==> config.mk <==
export PLATFORM = sky130hd
export DESIGN_NAME = mc_control_unit
export DESIGN_NICKNAME = d
export VERILOG_FILES = /design/src/rtl/mc_control_unit.sv
export SDC_FILE = /design/constraint.sdc
export NUM_CORES = 1
export LEC_CHECK = 0
export CAP_MARGIN = 10
export CORE_MARGIN = 10
export CORE_UTILIZATION = 35
export CTS_BUF_LIST = sky130_fd_sc_hd__clkbuf_8
export CTS_CLUSTER_DIAMETER = 30
export CTS_CLUSTER_SIZE = 30
export DETAILED_ROUTE_END_ITERATION = 7
export PLACE_DENSITY_LB_ADDON = 0.08
export SLEW_MARGIN = 20
export SYNTH_ARGS = -nofsm -noshare
export SYNTH_HDL_FRONTEND = slang
export SYNTH_SLANG_ARGS = --single-unit
==> constraint.sdc <==
create_clock -name clk -period 2.65 [get_ports clk]
set_input_delay 0.53 -clock clk [delete_from_list [all_inputs] [get_ports clk]]
set_output_delay 0.53 -clock clk [all_outputs]
set_load 0.005 [all_outputs]
==> src/rtl/mc_control_unit.sv <==
// Multicycle MIPS control sequencer: FETCH/DECODE/EXECUTE/MEM/WB strobes,
// memory ready handshake with timeout, trap handling and retired-instruction count.
module mc_control_unit #(
  parameter int MEM_TIMEOUT = 16,
  parameter int TIMEOUT_W   = 5,
  parameter int EXT_BRANCH  = 1,
  parameter int INSTRET_W   = 32
) (
  input  logic                 clk,
  input  logic                 rst,
  input  logic [5:0]           opcode,
  input  logic [5:0]           funct,
  input  logic [4:0]           rt,
  input  logic                 mem_ready,
  output logic                 mem_req,
  output logic                 mem_we,
  output logic                 iord,
  output logic [1:0]           size_in,
  output logic                 load_unsigned,
  output logic                 ir_write,
  output logic                 pc_write,
  output logic                 pc_write_cond,
  output logic [1:0]           pc_source,
  output logic [5:0]           alu_ctrl,
  output logic                 alu_src_a,
  output logic [1:0]           alu_src_b,
  output logic                 reg_write,
  output logic [1:0]           reg_dst,
  output logic                 mem_to_reg,
  output logic                 link_to_wb,
  output logic                 lui_rt,
  output logic                 trap,
  output logic [1:0]           trap_cause,
  output logic [3:0]           state,
  output logic [INSTRET_W-1:0] instret
);

  typedef enum logic [3:0] {
    S_FETCH = 4'd0, S_DECODE = 4'd1, S_MEMADDR = 4'd2, S_MEMRD = 4'd3,
    S_MEMWB = 4'd4, S_MEMWR = 4'd5, S_RTYPE = 4'd6, S_ITYPE = 4'd7,
    S_ALUWB = 4'd8, S_BRANCH = 4'd9, S_JUMP = 4'd10, S_TRAP = 4'd15
  } state_t;

  localparam logic [TIMEOUT_W-1:0] TMO_V = TIMEOUT_W'(MEM_TIMEOUT);

  state_t                 state_q, state_d;
  logic [1:0]             cause_q, cause_d;
  logic                   rtype_q, rtype_d;
  logic [TIMEOUT_W-1:0]   wait_q, wait_d;
  logic [INSTRET_W-1:0]   instret_q;
  logic                   retire;

  logic is_load, is_store, is_itype, is_branch, is_jump, is_rtype, is_nop, tmo;
  logic [1:0] msize;
  logic [5:0] rtype_alu, itype_alu, branch_alu;

  // Instruction classification; opcode/funct/rt are held stable by the IR.
  always_comb begin
    is_load   = (opcode == 6'h20) || (opcode == 6'h21) || (opcode == 6'h23) ||
                (opcode == 6'h24) || (opcode == 6'h25);
    is_store  = (opcode == 6'h28) || (opcode == 6'h29) || (opcode == 6'h2B);
    is_itype  = (opcode == 6'h08) || (opcode == 6'h09) || (opcode == 6'h0C) ||
                (opcode == 6'h0D) || (opcode == 6'h0E) || (opcode == 6'h0F);
    is_branch = (opcode == 6'h04) || (opcode == 6'h05) ||
                ((EXT_BRANCH != 0) &&
                 ((opcode == 6'h01) || (opcode == 6'h06) || (opcode == 6'h07)));
    is_jump   = (opcode == 6'h02) || (opcode == 6'h03) ||
                ((opcode == 6'h00) && ((funct == 6'h08) || (funct == 6'h09)));
    is_rtype  = (opcode == 6'h00) &&
                ((funct[5:3] == 3'b100) || (funct == 6'h2A) || (funct == 6'h2B));
    is_nop    = (opcode == 6'h00) && (funct == 6'h00);
    tmo       = (MEM_TIMEOUT > 0) && (wait_q == TMO_V) && !mem_ready;

    case (opcode)
      6'h20, 6'h24, 6'h28: msize = 2'b00;
      6'h21, 6'h25, 6'h29: msize = 2'b01;
      default:             msize = 2'b11;
    endcase

    case (funct)
      6'h2A:   rtype_alu = 6'b101000;
      6'h2B:   rtype_alu = 6'b101001;
      default: rtype_alu = {3'b100, funct[2:0]};
    endcase

    case (opcode)
      6'h09:   itype_alu = 6'b100001;
      6'h0C:   itype_alu = 6'b100100;
      6'h0D:   itype_alu = 6'b100101;
      6'h0E:   itype_alu = 6'b100110;
      default: itype_alu = 6'b100000;
    endcase

    case (opcode)
      6'h04:   branch_alu = 6'b111100;
      6'h05:   branch_alu = 6'b111101;
      6'h06:   branch_alu = 6'b111110;
      6'h07:   branch_alu = 6'b111111;
      default: branch_alu = (rt == 5'd0) ? 6'b111000 : 6'b111001;
    endcase
  end

  always_comb begin
    state_d       = state_q;
    cause_d       = cause_q;
    rtype_d       = rtype_q;
    mem_req       = 1'b0;
    mem_we        = 1'b0;
    iord          = 1'b0;
    size_in       = 2'b00;
    load_unsigned = 1'b0;
    ir_write      = 1'b0;
    pc_write      = 1'b0;
    pc_write_cond = 1'b0;
    pc_source     = 2'b00;
    alu_ctrl      = 6'b000000;
    alu_src_a     = 1'b0;
    alu_src_b     = 2'b00;
    reg_write     = 1'b0;
    reg_dst       = 2'b00;
    mem_to_reg    = 1'b0;
    link_to_wb    = 1'b0;
    lui_rt        = 1'b0;

    case (state_q)
      S_FETCH: begin
        mem_req = 1'b1;
        if (mem_ready) begin
          ir_write  = 1'b1;
          pc_write  = 1'b1;
          alu_src_b = 2'b01;
          alu_ctrl  = 6'b100001;
          state_d   = S_DECODE;
        end else if (tmo) begin
          state_d = S_TRAP;
          cause_d = 2'b10;
        end
      end
      S_DECODE: begin
        alu_src_b = 2'b11;
        alu_ctrl  = 6'b100001;
        if (is_load || is_store)  state_d = S_MEMADDR;
        else if (is_itype) begin  state_d = S_ITYPE; rtype_d = 1'b0; end
        else if (is_branch)       state_d = S_BRANCH;
        else if (is_jump)         state_d = S_JUMP;
        else if (is_rtype) begin  state_d = S_RTYPE; rtype_d = 1'b1; end
        else if (is_nop)          state_d = S_FETCH;
        else begin                state_d = S_TRAP;  cause_d = 2'b01; end
      end
      S_MEMADDR: begin
        alu_src_a = 1'b1;
        alu_src_b = 2'b10;
        alu_ctrl  = 6'b100000;
        state_d   = is_store ? S_MEMWR : S_MEMRD;
      end
      S_MEMRD, S_MEMWR: begin
        mem_req       = 1'b1;
        iord          = 1'b1;
        mem_we        = (state_q == S_MEMWR);
        size_in       = msize;
        load_unsigned = (opcode == 6'h24) || (opcode == 6'h25);
        if (mem_ready)  state_d = (state_q == S_MEMWR) ? S_FETCH : S_MEMWB;
        else if (tmo) begin
          state_d = S_TRAP;
          cause_d = 2'b10;
        end
      end
      S_MEMWB: begin
        reg_write     = 1'b1;
        mem_to_reg    = 1'b1;
        size_in       = msize;
        load_unsigned = (opcode == 6'h24) || (opcode == 6'h25);
        state_d       = S_FETCH;
      end
      S_RTYPE: begin
        alu_src_a = 1'b1;
        alu_ctrl  = rtype_alu;
        state_d   = S_ALUWB;
      end
      S_ITYPE: begin
        alu_src_a = 1'b1;
        alu_src_b = 2'b10;
        alu_ctrl  = itype_alu;
        lui_rt    = (opcode == 6'h0F);
        state_d   = S_ALUWB;
      end
      S_ALUWB: begin
        reg_write = 1'b1;
        reg_dst   = rtype_q ? 2'b01 : 2'b00;
        lui_rt    = !rtype_q && (opcode == 6'h0F);
        state_d   = S_FETCH;
      end
      S_BRANCH: begin
        alu_src_a     = 1'b1;
        pc_write_cond = 1'b1;
        pc_source     = 2'b01;
        alu_ctrl      = branch_alu;
        state_d       = S_FETCH;
      end
      S_JUMP: begin
        pc_write = 1'b1;
        if (opcode == 6'h00) begin
          pc_source = 2'b11;
          alu_ctrl  = 6'b111011;
          if (funct == 6'h09) begin
            reg_write  = 1'b1;
            link_to_wb = 1'b1;
            reg_dst    = 2'b01;
          end
        end else begin
          pc_source = 2'b10;
          if (opcode == 6'h03) begin
            reg_write  = 1'b1;
            link_to_wb = 1'b1;
            reg_dst    = 2'b10;
          end
        end
        state_d = S_FETCH;
      end
      S_TRAP: state_d = S_TRAP;
      default: state_d = S_FETCH;
    endcase

    retire = (state_d == S_FETCH) && (state_q != S_FETCH);

    // Any state change restarts the wait count for the next access.
    if (state_d != state_q)            wait_d = '0;
    else if (mem_req && !mem_ready)    wait_d = wait_q + 1'b1;
    else                               wait_d = wait_q;

    trap       = (state_q == S_TRAP);
    trap_cause = cause_q;
    state      = state_q;
    instret    = instret_q;

    if (rst) begin
      mem_req = 1'b0; mem_we = 1'b0; iord = 1'b0; size_in = 2'b00;
      load_unsigned = 1'b0; ir_write = 1'b0; pc_write = 1'b0;
      pc_write_cond = 1'b0; pc_source = 2'b00; alu_ctrl = 6'b000000;
      alu_src_a = 1'b0; alu_src_b = 2'b00; reg_write = 1'b0; reg_dst = 2'b00;
      mem_to_reg = 1'b0; link_to_wb = 1'b0; lui_rt = 1'b0; trap = 1'b0;
      trap_cause = 2'b00; state = 4'd0; instret = '0;
    end
  end

  always_ff @(posedge clk) begin
    if (rst) begin
      state_q   <= S_FETCH;
      cause_q   <= 2'b00;
      rtype_q   <= 1'b0;
      wait_q    <= '0;
      instret_q <= '0;
    end else begin
      state_q <= state_d;
      cause_q <= cause_d;
      rtype_q <= rtype_d;
      wait_q  <= wait_d;
      if (retire) instret_q <= instret_q + INSTRET_W'(1);
    end
  end

endmodule

==> metrics.md, run 1 <==
| Metric | Value |
|---|---|
| Status | complete, but fails checks |
| Violated checks | negative setup slack |
| Post-Synth XOR/XNOR Area | around 1.3% |
| Slowest-stage cell, CP | or4b_4 |
| H-tree Lvls | 2 |
| Worst Path Arrival | 2910 ps |
| Top Layer Used | met4 |
| RSZ-0062 raised after global routing | true |
| Required time worst endpoint | about 2900 ps |
| Mapped Area | 0.00337 mm^2 |
| Register bit total from synthesis | 44 |
| Root Driver | clkbuf_8 |
| CP Cell Sequence | buf_8 -> nand2b_4 -> or4b_4 -> or3_4 -> a21oi_4 -> nand4_1 -> buf_6 -> buf_6 -> or4_4 -> a21oi_2 |
| Synth area leaders | dfxtp_1 26%, nor2b_1 6.7%, or4_1 5.6% |
| Post-CTS Hold Fix Bufs | 0 |
| Post-synthesis sequential area ratio | between 20% and 30% |
| DRT antenna net count | 0 |
| Worst slew margin | a little under three fifths |
| Initial antenna violation count | 0 |
| Most frequent cell after synthesis | dfxtp_1 |
| Die Span Y | 118 um |
| Main synth FF type | dfxtp_1 |
| Worst-path fanout max | 10 |
| Worst path buffer plus inverter count | 3 |
| FF+latch area | just under 900 um^2 |
| Synth Warn # | 0 |
| GR Overflow Total | 0 |
| Worst setup SP type | input pin |
| Post-synth ARST share | 0% |
| Vias | 4093 |
| DR WL met2 | 6430 um |
| Placed cell count | 714 |
| Final setup vio count | 3 |
| F_max | about 380 MHz |
| Post-synth top cells | 44 x dfxtp_1, 43 x nor2_1, 36 x a21oi_1, 36 x nor2b_1, 26 x clkbuf_1 |
| Power per cell area | 496 mW/mm^2 |
| CTS tree | yes |
| Complex-gate fraction of the synthesized area | approximately 20% |
| Final Max Slew Viols | 0 |
| Antenna Cells | 0 |
| Die width | 118 um |
| Layout cells sized above 1 | between 30% and 40% |
| GPL Wtd Cong | approximately 0.88 |
| Initial Util | between 30 and 40% |
| First-pass GRT wire length | ~20000 um |
| Vias in the first global route | around 3.9k |
| First-pass DRT Iterations | 5 |
| Worst skew pair latency | a little over 300 ps |
| LEAKAGE | approximately 2.1 nW |
| Core Area | about 0.0093 mm^2 |
| Gate Count Post-Synth | 458 |
| Via density per instance | 5.53 |
| Crit share post-route | 101% |
| Layout Nets | roughly 630 |
| Area Overhead vs Synth | 66.2% |
| DR iter-0 viols | ~280 |
| Fill cells | around 890 |
| Post-synth EDFFs | 0 |
| Clock buffer depth | 2 |
| Fin crit period | between 2000 and 3000 ps |
| Ports | 85 |
| Distinct cell type count after synthesis | 61 |
| Top cell by count, worst path | buf_6 |
| PortBufs | 84 |
| Synth top area share | between 20% and 30% |
| Max-cap violations | 0 |
| Rows | 35 |
| DRC viols | 0 |
| Maximum vdd drop | about 0.00035 V |
| Critical path class | in -> reg |
| Total GRT Usage | roughly 17% |
| Final Util | 60.3% |
| Mux cell area share after synthesis | roughly 4.6% |
| Min setup slack post-route | -16.6 ps |
| Synth area leader | dfxtp_1 |
| Tot Pwr | roughly 2.8 mW |
| Num Clock Sinks | between 40 and 50 |
| Crit path capture type | flop |
| WL per Instance | 17.1 um |
| Worst slew pin tran | 657 ps |
| Die area | 0.0139 mm^2 |
| Avg Cell Area, Syn | between 7 and 8 um^2 |
| Slowest Stage Delay on Critical Path | about 560 ps |
| Dpl hpwl | between 8000 and 9000 um |
| Synth Area in Adders | 1.11% |
| Num CTS Buffers | 5 |
| Hold Path Class | reg -> reg |
| Post-synthesis simple-gate area fraction | 41.1% |
| Main combinational cell family by area after synthesis | simple AND/OR/NAND/NOR gates |
| CTS clk-pin slew, worst paths | 90 ps |
| Area of the multi-input gates | 0.00268 mm^2 |
| Met3 WL | ~600 um |
| Largest net degree at the start of global routing | slightly below 80 |
| Drt total wl | between 10000 and 15000 um |
| DRT met1 WL | roughly 5500 um |
| Critical path's top delay family | simple AND/OR/NAND/NOR gates |
| Post-Syn Nets | just under 500 |
| Skew final | 10.4 ps |
| Layout Cells excl Fill | 740 |
| Hold Vio Cnt, Final | 0 |
[routing by layer]
layer	vias up	track usage, %
met5	-	0
li1	2009	-
met3	9	3.17
met1	1961	20.8
met2	114	28.3
met4	0	3.40
[cell families (layout without fill, tap and decap cells)]
group,after synthesis,in the layout
muxes,14,14
buffers and inverters,50,203
adders and majority gates,3,3
AOI/OAI and AO/OA,100,100
xor gates and xnor gates,5,5
DFF,44,44
and+or+nand+nor,242,242
[power by group]
part / switching (mW) / internal [mW] / total [mW] / leakage (nW)
Clock: 0.247 / 0.333 / 0.580 / 0.0645
Sequential: 0.0275 / 0.686 / 0.713 / 0.358
Combinational: 0.751 / 0.730 / 1.48 / 1.71
[layout make-up]
| type | instances | share of cell area, % |
|---|---|---|
| flip-flops and latches | 44 | 16.0 |
| inverters | 15 | 1.01 |
| repair buffers | 180 | 30.0 |
| clock buffers | 7 | 1.72 |
| well taps | 129 | 2.88 |
| clock inverters | 1 | 0.537 |
| multi-input cells | 364 | 47.9 |
[final timing paths]
| path | slack, ps | endpoint | cells after the start | startpoint |
|---|---|---|---|---|
| worst min register to register | 450 | cause_q[0] | 2 | cause_q[0] |
| worst min-delay path | 450 | cause_q[0] | 2 | cause_q[0] |
| worst max register to register | 90 | instret_q[13] | 12 | wait_q[0] |
| worst max-delay path | -20 | instret_q[13] | 10 | opcode[4] |
[repair_timing]
action                     CTS  global route
pin swaps                   33            20
gates cloned                 4             1
setup endpoints to repair   58            53
setup buffers               12             3
resized for setup          125            76
hold endpoints to repair     0             0
[registers in the layout, indices dropped and copies added, names as in the netlist]
register / cells
wait_q: 5
cause_q: 2
state_q: 4
instret_q: 32
rtype_q: 1
[worst min-delay path: cells and delay by family, from the launching register on]
family	cells	cell delay, ps
compound gates	1	50
flops	1	310
simple gates	1	50
[cells in the final DEF (no fill, tap or decap), types with 5 or more instances in the layout]
cell and count:
nor3_1 12, or2_2 6, or3_1 5, and2_1 5, nor3_2 5, nor4_1 5
mux2_1 8, and3_1 5, buf_6 18, o21ai_0 6, a21oi_1 29, clkbuf_8 7
dlygate4sd2_1 6, clkbuf_2 7, dfxtp_1 38, nor2_1 38, or3_4 6, or4_1 19
buf_12 5, nand3_1 17, a21oi_2 6, nand2_1 21, nor2b_1 34, and4_1 5
o31ai_1 20, buf_4 72, buf_2 9, or4_4 6, inv_1 14, nand2b_1 5
clkdlybuf4s50_1 53, nand4_1 11
[through the flow]
| stage | setup slack (ps) | hold WS, ps | cell area [um^2] | setup TNS [ps] |
|---|---|---|---|---|
| floorplan | -75.0 | 432 | 3440 | -744 |
| global placement | -761 | 444 | 4880 | -33310 |
| detailed placement | -796 | 446 | 4880 | -35470 |
| CTS | -56.9 | 457 | 5300 | -56.9 |
| global route | -49.4 | 466 | 5600 | -373 |
| finish | -16.6 | 454 | 5600 | -30.2 |
(Power assumes the default switching activity.)
==> inputs of run 2 (changes only) <==
CORE_MARGIN = not set   (was 10)
==> run 2 against run 1 <==
  * The run now ends clean
  * Global-route usage rose by 4.7 points
  * Sequential share of layout area rose by 0.69 points
  * Critical path depth fell by 4
  * Register-to-register slack improved by 80 ps
  * Wire length fell by 16%
  * Largest power group unchanged
==> metrics.md, run 2 (synthesized netlist as in run 1, its figures left out) <==
| Metric | Value |
|---|---|
| CTS clk-pin slew, worst paths | 80 ps (about the same) |
| Die Span Y | 100 um (-15%) |
| Final Max Slew Viols | 0 (unchanged) |
| Final Util | 57.7% (-2.6 points) |
| Skew final | 10.6 ps (+0.194 ps) |
| Rows | 35 (unchanged) |
| Die area | 0.0100 mm^2 (-28%) |
| Largest registers | instret_q x32, wait_q x5, state_q x4 |
| Initial antenna violation count | 0 (unchanged) |
| Status | finished, final reports clean |
| Layout Cells excl Fill | 733 (-0.95%) |
| H-tree Lvls | 2 (unchanged) |
| First-pass DRT Iterations | 4 (-1) |
| Maximum vdd drop | 0.000261 V (-26%) |
| Crit share post-route | 99.2% (-1.5 points) |
| DR iter-0 viols | 201 (-27%) |
| Initial Util | 36.3% (unchanged) |
| Ports | 85 (unchanged) |
| Critical path class | in -> out |
| Max-cap violations | 0 (unchanged) |
| Die width | 100 um (-15%) |
| Most common cell after layout, fill and taps aside | buf_4 |
| PortBufs | 84 (unchanged) |
| Total GRT Usage | 21.2% (+4.7 points) |
| Final setup vio count | 0 (-3) |
| Dpl cell area | 0.00486 mm^2 (-0.41%) |
| GPL Wtd Cong | 0.877 (-0.57%) |
| Via density per instance | 5.39 (-2.5%) |
| CTS tree | yes |
| Slowest-stage cell, CP | clkdlybuf4s50_1 |
| Required time worst endpoint | 2120 ps (-780 ps) |
| LEAKAGE | 2.07 nW (-3.1%) |
| Vias in the first global route | 3679 (-5.7%) |
| DRC viols | 0 (unchanged) |
| First-pass GRT wire length | 17400 um (-12%) |
| Num CTS Buffers | 5 (unchanged) |
| CP Cell Sequence | buf_6 -> or3_4 -> buf_6 -> nor4b_1 -> buf_4 -> clkdlybuf4s50_1 |
| Vias | 3952 (-3.4%) |
| Worst Path Arrival | 2100 ps (-810 ps) |
| Top cell by count, worst path | buf_6 |
| Layout cells sized above 1 | 31.1% (-3.4 points) |
| Worst skew pair latency | 300 ps (about the same) |
| GR Overflow Total | 0 (unchanged) |
| Most flops, register | instret_q |
| Hold WS | 461 ps (+7.30 ps) |
| Placed cell count | 713 (-0.14%) |
| Hold Path Class | reg -> reg |
| Layout Nets | 626 (-1.1%) |
| Worst setup SP type | input pin |
| Antenna Cells | 0 (unchanged) |
| Commonest non-fill, non-tap cells in the layout | 76 x buf_4, 52 x clkdlybuf4s50_1, 40 x nor2_1 |
| Num Clock Sinks | 44 (unchanged) |
| Max reg flops | 32 (unchanged) |
| Slowest Stage Delay on Critical Path | 490 ps (-70 ps) |
| RSZ-0062 raised after global routing | true |
| Root Driver | clkbuf_8 |
| Worst slew margin | 57.8% (+1.7 points) |
| Drt total wl | 10600 um (-16%) |
| Clock buffer depth | 2 (unchanged) |
| Hold Vio Cnt, Final | 0 (unchanged) |
| Fin crit period | 2630 ps (-38.7 ps) |
| WL per Instance | 14.5 um (-15%) |
| Largest net degree at the start of global routing | 54 (-32%) |
| Fill cells | 901 (+1.5%) |
| Post-CTS Hold Fix Bufs | 0 (unchanged) |
| Crit path capture type | output port |
| DRT antenna net count | 0 (unchanged) |
| Core Area | 0.00928 mm^2 (unchanged) |
| Area Overhead vs Synth | 59.0% |
| Post-Layout Inst Area | 0.00536 mm^2 (-4.3%) |
| Power per cell area | 466 mW/mm^2 (-6.1%) |
| Worst-path fanout max | 5 (-5) |
| Dpl hpwl | 7800 um (-10%) |
| F_max | 381 MHz (+1.5%) |
| Worst slew pin tran | 631 ps (-26.0 ps) |
run 2: per-stage QoR:
step	setup slack, ps	TNS, ps	total power, mW
after detailed placement	-859	-34620	1.75
final	22.1	0	2.49
after floorplan	-75.0	-744	1.30
after CTS	-32.0	-42.7	2.41
after global routing	-26.1	-56.6	2.65
after global placement	-818	-33650	1.74
run 2: metal layers:
metal / global-route usage, % / vias up / part of all wire [%] / wire length, um
li1: - / 1985 / - / -
met1: 28.5 / 1872 / 46 / 4850
met2: 35.5 / 89 / 49 / 5210
met3: 3.69 / 6 / 4.6 / 485
met4: 4.68 / 0 / 0.67 / 71
met5: 0 / - / 0 / 0
run 2: report_power, final:
part	switching [mW]	internal [mW]
logic	0.637	0.611
clock network	0.249	0.284
registers	0.0279	0.685
total	0.913	1.58
run 2: layout make-up:
type                       count  area, um^2  area share [%]
clock buffer                   5        68.8            1.29
clock inverter                 3        46.3           0.864
inverter                      15        56.3            1.05
multi-input combinational    364        2590            48.4
sequential                    44         892            16.7
tap                          129         161            3.01
timing repair buffer         173        1540            28.7
run 2: worst max-delay path: cells and delay by family:
family	cells	cell delay [ps]
AND/OR/NAND/NOR	2	670
buffers and inverters	4	900
run 2: final timing paths:
check,startpoint,endpoint,slack [ps],cells past startpoint
max,opcode[4],reg_dst[1],20,6
min,cause_q[0],cause_q[0],460,2
max reg2reg,wait_q[0],instret_q[14],170,12
min reg2reg,cause_q[0],cause_q[0],460,2
run 2: what timing repair did:
action,CTS,global route
buffers inserted,8,1
setup endpoints to repair,57,50
gates resized for setup,99,62
pin swaps,22,19
cloned,2,1
==> RTL change 1: new RTL, settings of run 2 <==
The parameter `TIMEOUT_W` goes from 5 to 10.
--- a/src/rtl/mc_control_unit.sv
+++ b/src/rtl/mc_control_unit.sv
@@ -4,3 +4,3 @@
   parameter int MEM_TIMEOUT = 16,
-  parameter int TIMEOUT_W   = 5,
+  parameter int TIMEOUT_W   = 10,
   parameter int EXT_BRANCH  = 1,
Function: no difference found for any inputs over 4 cycles, from zero or initial values and one cycle with rst high; that may be too few to reach the edited logic, so the function may still have changed.
==> RTL change 1 against run 2 <==
  * The run now ends with negative setup slack left
  * Clock skew up 4.7 ps
  * Count of clock-buffer cells in the layout unchanged
  * Routed wire length up 17%
  * Worst setup slack worse by 76 ps
  * Register-to-register slack worse by 130 ps
  * Utilization up 3.8 points
  * Cell count up 9.7%
  * Final area up 14%
  * Die area up 8.2%
  * Synthesized area up 8.4%
  * Sequential cell count up 5
  * Critical endpoint is now instret_q[7]
  * Largest cell class unchanged
Power is not compared: it rests on default switching activity, and its combinational part moved more than twofold at a synthesized area within 25%.
==> RTL change 1: results (changes against run 2) <==
\begin{tabular}{lr}
\hline
Metric & Value \\
\hline
\multicolumn{2}{l}{\textbf{STA}} \\
\quad Worst path setup slack after routing & -53.77 ps (-75.91 ps) \\
\quad Total setup violations reported at the end of the flow & 7 (+7) \\
\quad Worst-Margin Slew & 525.6 ps (-105.3 ps) \\
\quad Final Skew & 15.33 ps (+4.713 ps) \\
\quad Hold Worst Slack & 495.9 ps (+34.76 ps) \\
\multicolumn{2}{l}{\textbf{Global route}} \\
\quad Pin count of the biggest net entering global routing & 57 (+5.6\%) \\
\quad Aggregate global-route resource usage & 22.40\% (+1.2 points) \\
\quad Number of global-route vias before repair & 4204 (+14\%) \\
\quad Global-route wire length before repair & 20130 microns (+16\%) \\
\multicolumn{2}{l}{\textbf{Clock network}} \\
\quad Clock buffers created by TritonCTS & 5 (unchanged) \\
\quad Clock input transition at the sequential cells of the worst setup and hold paths & 100 ps (+20 ps) \\
\quad Clk\_lat worst skew & 320 ps (+20 ps) \\
\multicolumn{2}{l}{\textbf{Setup path}} \\
\quad Worst r2r dst & instret\_q[21] \\
\quad Launch point of the worst path & opcode[3] \\
\quad Largest fanout on the critical path & 7 (+2) \\
\quad WP data arrival & 2960 ps (+860 ps) \\
\quad Worst-case register-to-register setup slack & 40 ps (-130 ps) \\
\quad Slowest stage cell on the critical path & sky130\_fd\_sc\_hd\_\_or4\_4 \\
\quad Largest incremental delay on the critical path & 570 ps (+80 ps) \\
\quad Start of the worst register-to-register path & wait\_q[0] \\
\quad Cell family contributing the most delay on the critical path & simple AND/OR/NAND/NOR gates \\
\multicolumn{2}{l}{\textbf{Final layout}} \\
\quad Final Net Count & 693 (+11\%) \\
\quad Leading registers by flop count & instret\_q x32, wait\_q x10, state\_q x4 \\
\quad Share of layout cells above drive strength 1 & 33.68\% (+2.6 points) \\
\quad Count of filler cells inserted in the layout & 893 (-0.89\%) \\
\multicolumn{2}{l}{\textbf{Route}} \\
\quad Number of violations reported at the end of detailed-routing iteration 0 & 181 (-10\%) \\
\quad Vias per cell & 5.460 (+1.3\%) \\
\quad Detailed Route WL & 12440 microns (+17\%) \\
\multicolumn{2}{l}{\textbf{Yosys}} \\
\quad Cell variety after synth & 72 (+18\%) \\
\quad Fraction of the yosys area taken by sequential cells & 26.88\% (+0.72 points) \\
\quad Synth Net Count & 522 (+8.5\%) \\
\quad Most frequent cells after synthesis & sky130\_fd\_sc\_hd\_\_nor2\_1 (53), sky130\_fd\_sc\_hd\_\_dfxtp\_1 (49), sky130\_fd\_sc\_hd\_\_nand2\_1 (37) \\
\multicolumn{2}{l}{\textbf{Outcome}} \\
\quad Violations in the final reports & negative setup slack \\
\quad Run status & finished with violations \\
\multicolumn{2}{l}{\textbf{Placement}} \\
\quad Setup slack after placement & -834.2 ps (+25.24 ps) \\
\quad DP Wirelength & 8657 microns (+11\%) \\
\quad Placer Congestion & 0.8705 (-0.76\%) \\
\multicolumn{2}{l}{\textbf{Min path}} \\
\quad Cells on Worst Hold Path & 2 (unchanged) \\
\quad Min-Delay Startpoint & instret\_q[31] \\
\quad Hold Crit Endpoint & instret\_q[31] \\
\hline
\end{tabular}
[RTL change 1: cell types whose count changed in the layout (fill, tap and decap cells not counted), moves of 12 or more]
cell	run 2	this run
sky130_fd_sc_hd__nor2_2	0	13
sky130_fd_sc_hd__dlygate4sd2_1	5	17
sky130_fd_sc_hd__or4_1	19	6
sky130_fd_sc_hd__o31ai_1	19	2
sky130_fd_sc_hd__buf_4	76	91
[RTL change 1: layout make-up]
cell class                 count  share of cell area, %
inverter                      17                  1.043
tap                          133                  2.720
timing repair buffer         200                  30.95
sequential                    49                  16.16
clock inverter                 3                 0.4091
clock buffer                   5                  1.125
multi-input combinational    397                  47.60
[RTL change 1: worst min-delay path, stage by stage (launching register included)]
cell	delay, ps
sky130_fd_sc_hd__dfxtp_1	340
sky130_fd_sc_hd__o31ai_2	60
sky130_fd_sc_hd__a21oi_1	60
[RTL change 1: per-stage QoR]
stage	cells	util, %	TNS [ps]	area, sq um
final	804	61.45	-161.4	6117
after floorplan	499	-	0	3665
after global routing	804	61.45	-1232	6117
after detailed placement	770	52.46	-37010	5223
after global placement	770	52.46	-35570	5223
after CTS	799	59.67	-775.0	5939
[RTL change 1: logic make-up (layout without fill, tap and decap cells)]
group                      after synthesis  in the layout  synth area share, %
and+or+nand+nor                        271            271                41.75
AOI/OAI and AO/OA                      101            101                17.93
buffers and inverters                   53            225                6.411
DFF                                     49             49                26.88
xor gates and xnor gates                11             11                2.640
muxes                                   11             11                3.359
adders and majority gates                3              3                1.029
[RTL change 1: worst max path at each step]
stage	end	slack [ps]	cells after the start
after global placement	reg_write	-820	8
after floorplan	reg_write	9	8
after CTS	instret_q[18]	-100	12
final	instret_q[7]	-50	10
after global routing	instret_q[30]	-120	12
after detailed placement	reg_write	-830	8
[RTL change 1: power by group through the flow]
stage          registers, mW  clock network, mW  logic (mW)
3_5_place_dp           0.833                  0        2.16
3_3_place_gp           0.833                  0        2.14
5_1_grt                0.834              0.518        3.41
2_1_floorplan          0.822                  0        1.14
4_1_cts                0.823              0.491        3.15
6_report               0.826              0.482        3.20
[RTL change 1: metal layers]
layer	wire [microns]	global-route usage, %	part of all wire, %	vias up
met2	6441	41.76	52	100
met4	98	5.000	0.79	0
met1	5425	27.25	44	2110
li1	-	-	-	2169
met3	470	2.632	3.8	11
met5	0	0	0	-
[RTL change 1: repair_timing]
item | in CTS | in global routing
resized for setup | 137 | 42
hold endpoints to repair | 0 | 0
pin swaps | 66 | 34
buffers inserted | 17 | 7
cloned | 4 | 1
hold buffers | 0 | 0
setup endpoints to repair | 58 | 48
==> RTL change 2: new RTL, flow settings as in run 2 <==
Made on the original files. Make the reset (`rst`) asynchronous in one clocked block.
--- a/src/rtl/mc_control_unit.sv
+++ b/src/rtl/mc_control_unit.sv
@@ -245,3 +245,3 @@
 
-  always_ff @(posedge clk) begin
+  always_ff @(posedge clk or posedge rst) begin
     if (rst) begin
Formal check against the unedited RTL: no difference found for any inputs over 4 cycles, from zero or initial values and one cycle with rst high; that may be too few to reach the edited logic, so the function may still have changed.
==> RTL change 2 against run 2 <==
  * The flow now finishes with violations (negative setup slack)
  * Die area up 2.1%
  * Worst setup slack worse by 210 ps
  * Sequential cell count unchanged
  * Synthesized area up 2.2%
  * Critical path type is now reg -> reg
  * Critical path depth up 6
  * Via count down 4.1%
  * Routed wire length up 8.7%
  * Final area up 13%
  * Worst hold slack better by 32 ps
  * Count of clock-buffer cells in the layout up 2
  * Highest routed layer unchanged
Power is not compared: it rests on default switching activity, and its combinational part moved more than twofold at a synthesized area within 25%.
==> RTL change 2: results (changes against run 2) <==
\begin{tabular}{lr}
\hline
Metric & Value \\
\hline
\multicolumn{2}{l}{\textbf{Route}} \\
\quad Average wire per standard cell & 15.54 microns (+7.2\%) \\
\multicolumn{2}{l}{\textbf{Yosys}} \\
\quad Fraction of the yosys area taken by sequential cells & 32.00\% (+5.8 points) \\
\quad Post-Synth Adder-Cell Area & 1.091\% (-0.024 points) \\
\quad Multiplexer area fraction after synthesis & 0.6182\% (-4.0 points) \\
\quad Post-synthesis share of cell area spent on xor and xnor gates & 9.164\% (+7.9 points) \\
\quad Synth Net Count & 435 (-9.6\%) \\
\quad Per-instance average area after synthesis & 8.351 sq um (+14\%) \\
\multicolumn{2}{l}{\textbf{Setup path}} \\
\quad Largest fanout on the critical path & 7 (+2) \\
\quad Worst r2r dst & instret\_q[1] \\
\quad Slowest stage cell on the critical path & sky130\_fd\_sc\_hd\_\_or4bb\_4 \\
\quad Start of the worst register-to-register path & wait\_q[0] \\
\multicolumn{2}{l}{\textbf{Placement}} \\
\quad DP Wirelength & 8253 microns (+5.8\%) \\
\quad Placer Congestion & 0.8855 (+0.95\%) \\
\quad Count of placed standard cells including taps & 705 (-1.1\%) \\
\multicolumn{2}{l}{\textbf{STA}} \\
\quad Hold Worst Slack & 493.5 ps (+32.37 ps) \\
\quad Final Skew & 7.099 ps (-3.518 ps) \\
\quad Total setup violations reported at the end of the flow & 24 (+24) \\
\quad Ratio of final minimum period to clock period & 107.2\% (+8.1 points) \\
\quad Worst path setup slack after routing & -191.7 ps (-213.8 ps) \\
\multicolumn{2}{l}{\textbf{Outcome}} \\
\quad Run status & finished with violations \\
\quad Violations in the final reports & negative setup slack \\
\multicolumn{2}{l}{\textbf{Clock network}} \\
\quad Postcts setup bufs & 18 (+10) \\
\multicolumn{2}{l}{\textbf{Global route}} \\
\quad Aggregate global-route resource usage & 22.99\% (+1.8 points) \\
\multicolumn{2}{l}{\textbf{Min path}} \\
\quad Cells on Worst Hold Path & 1 (-1) \\
\quad Min-Delay Startpoint & instret\_q[21] \\
\hline
\end{tabular}
[RTL change 2: final cells by class]
class                           instances  area share [%]
Clock buffer                            7           1.587
Multi-Input combinational cell        330           43.81
Sequential cell                        44           18.18
Tap cell                              129           2.659
Clock inverter                          1          0.4947
Timing Repair Buffer                  217           32.28
Inverter                               15          0.9895
[RTL change 2: worst max path at each step]
stage,from,endpoint,slack [ps]
finish,wait_q[0],instret_q[1],-190
global route,wait_q[0],instret_q[1],-310
CTS,opcode[3],instret_q[26],-180
detailed placement,opcode[5],instret_q[25],-910
global placement,opcode[5],instret_q[25],-890
floorplan,opcode[5],instret_q[23],-210
[RTL change 2: metal layers]
metal	vias up	part of all wire (%)	global-route usage, %
met2	85	48	38.15
li1	1865	-	-
met3	8	3.8	3.106
met5	-	0	0
met4	0	0.62	3.567
met1	1833	47	32.51
[RTL change 2: per-stage QoR]
step                util [%]  total power [mW]
floorplan                  -             2.073
global placement       55.58             3.133
detailed placement     55.58             3.132
CTS                    62.44             4.501
global route           64.77             4.981
finish                 64.77             4.700
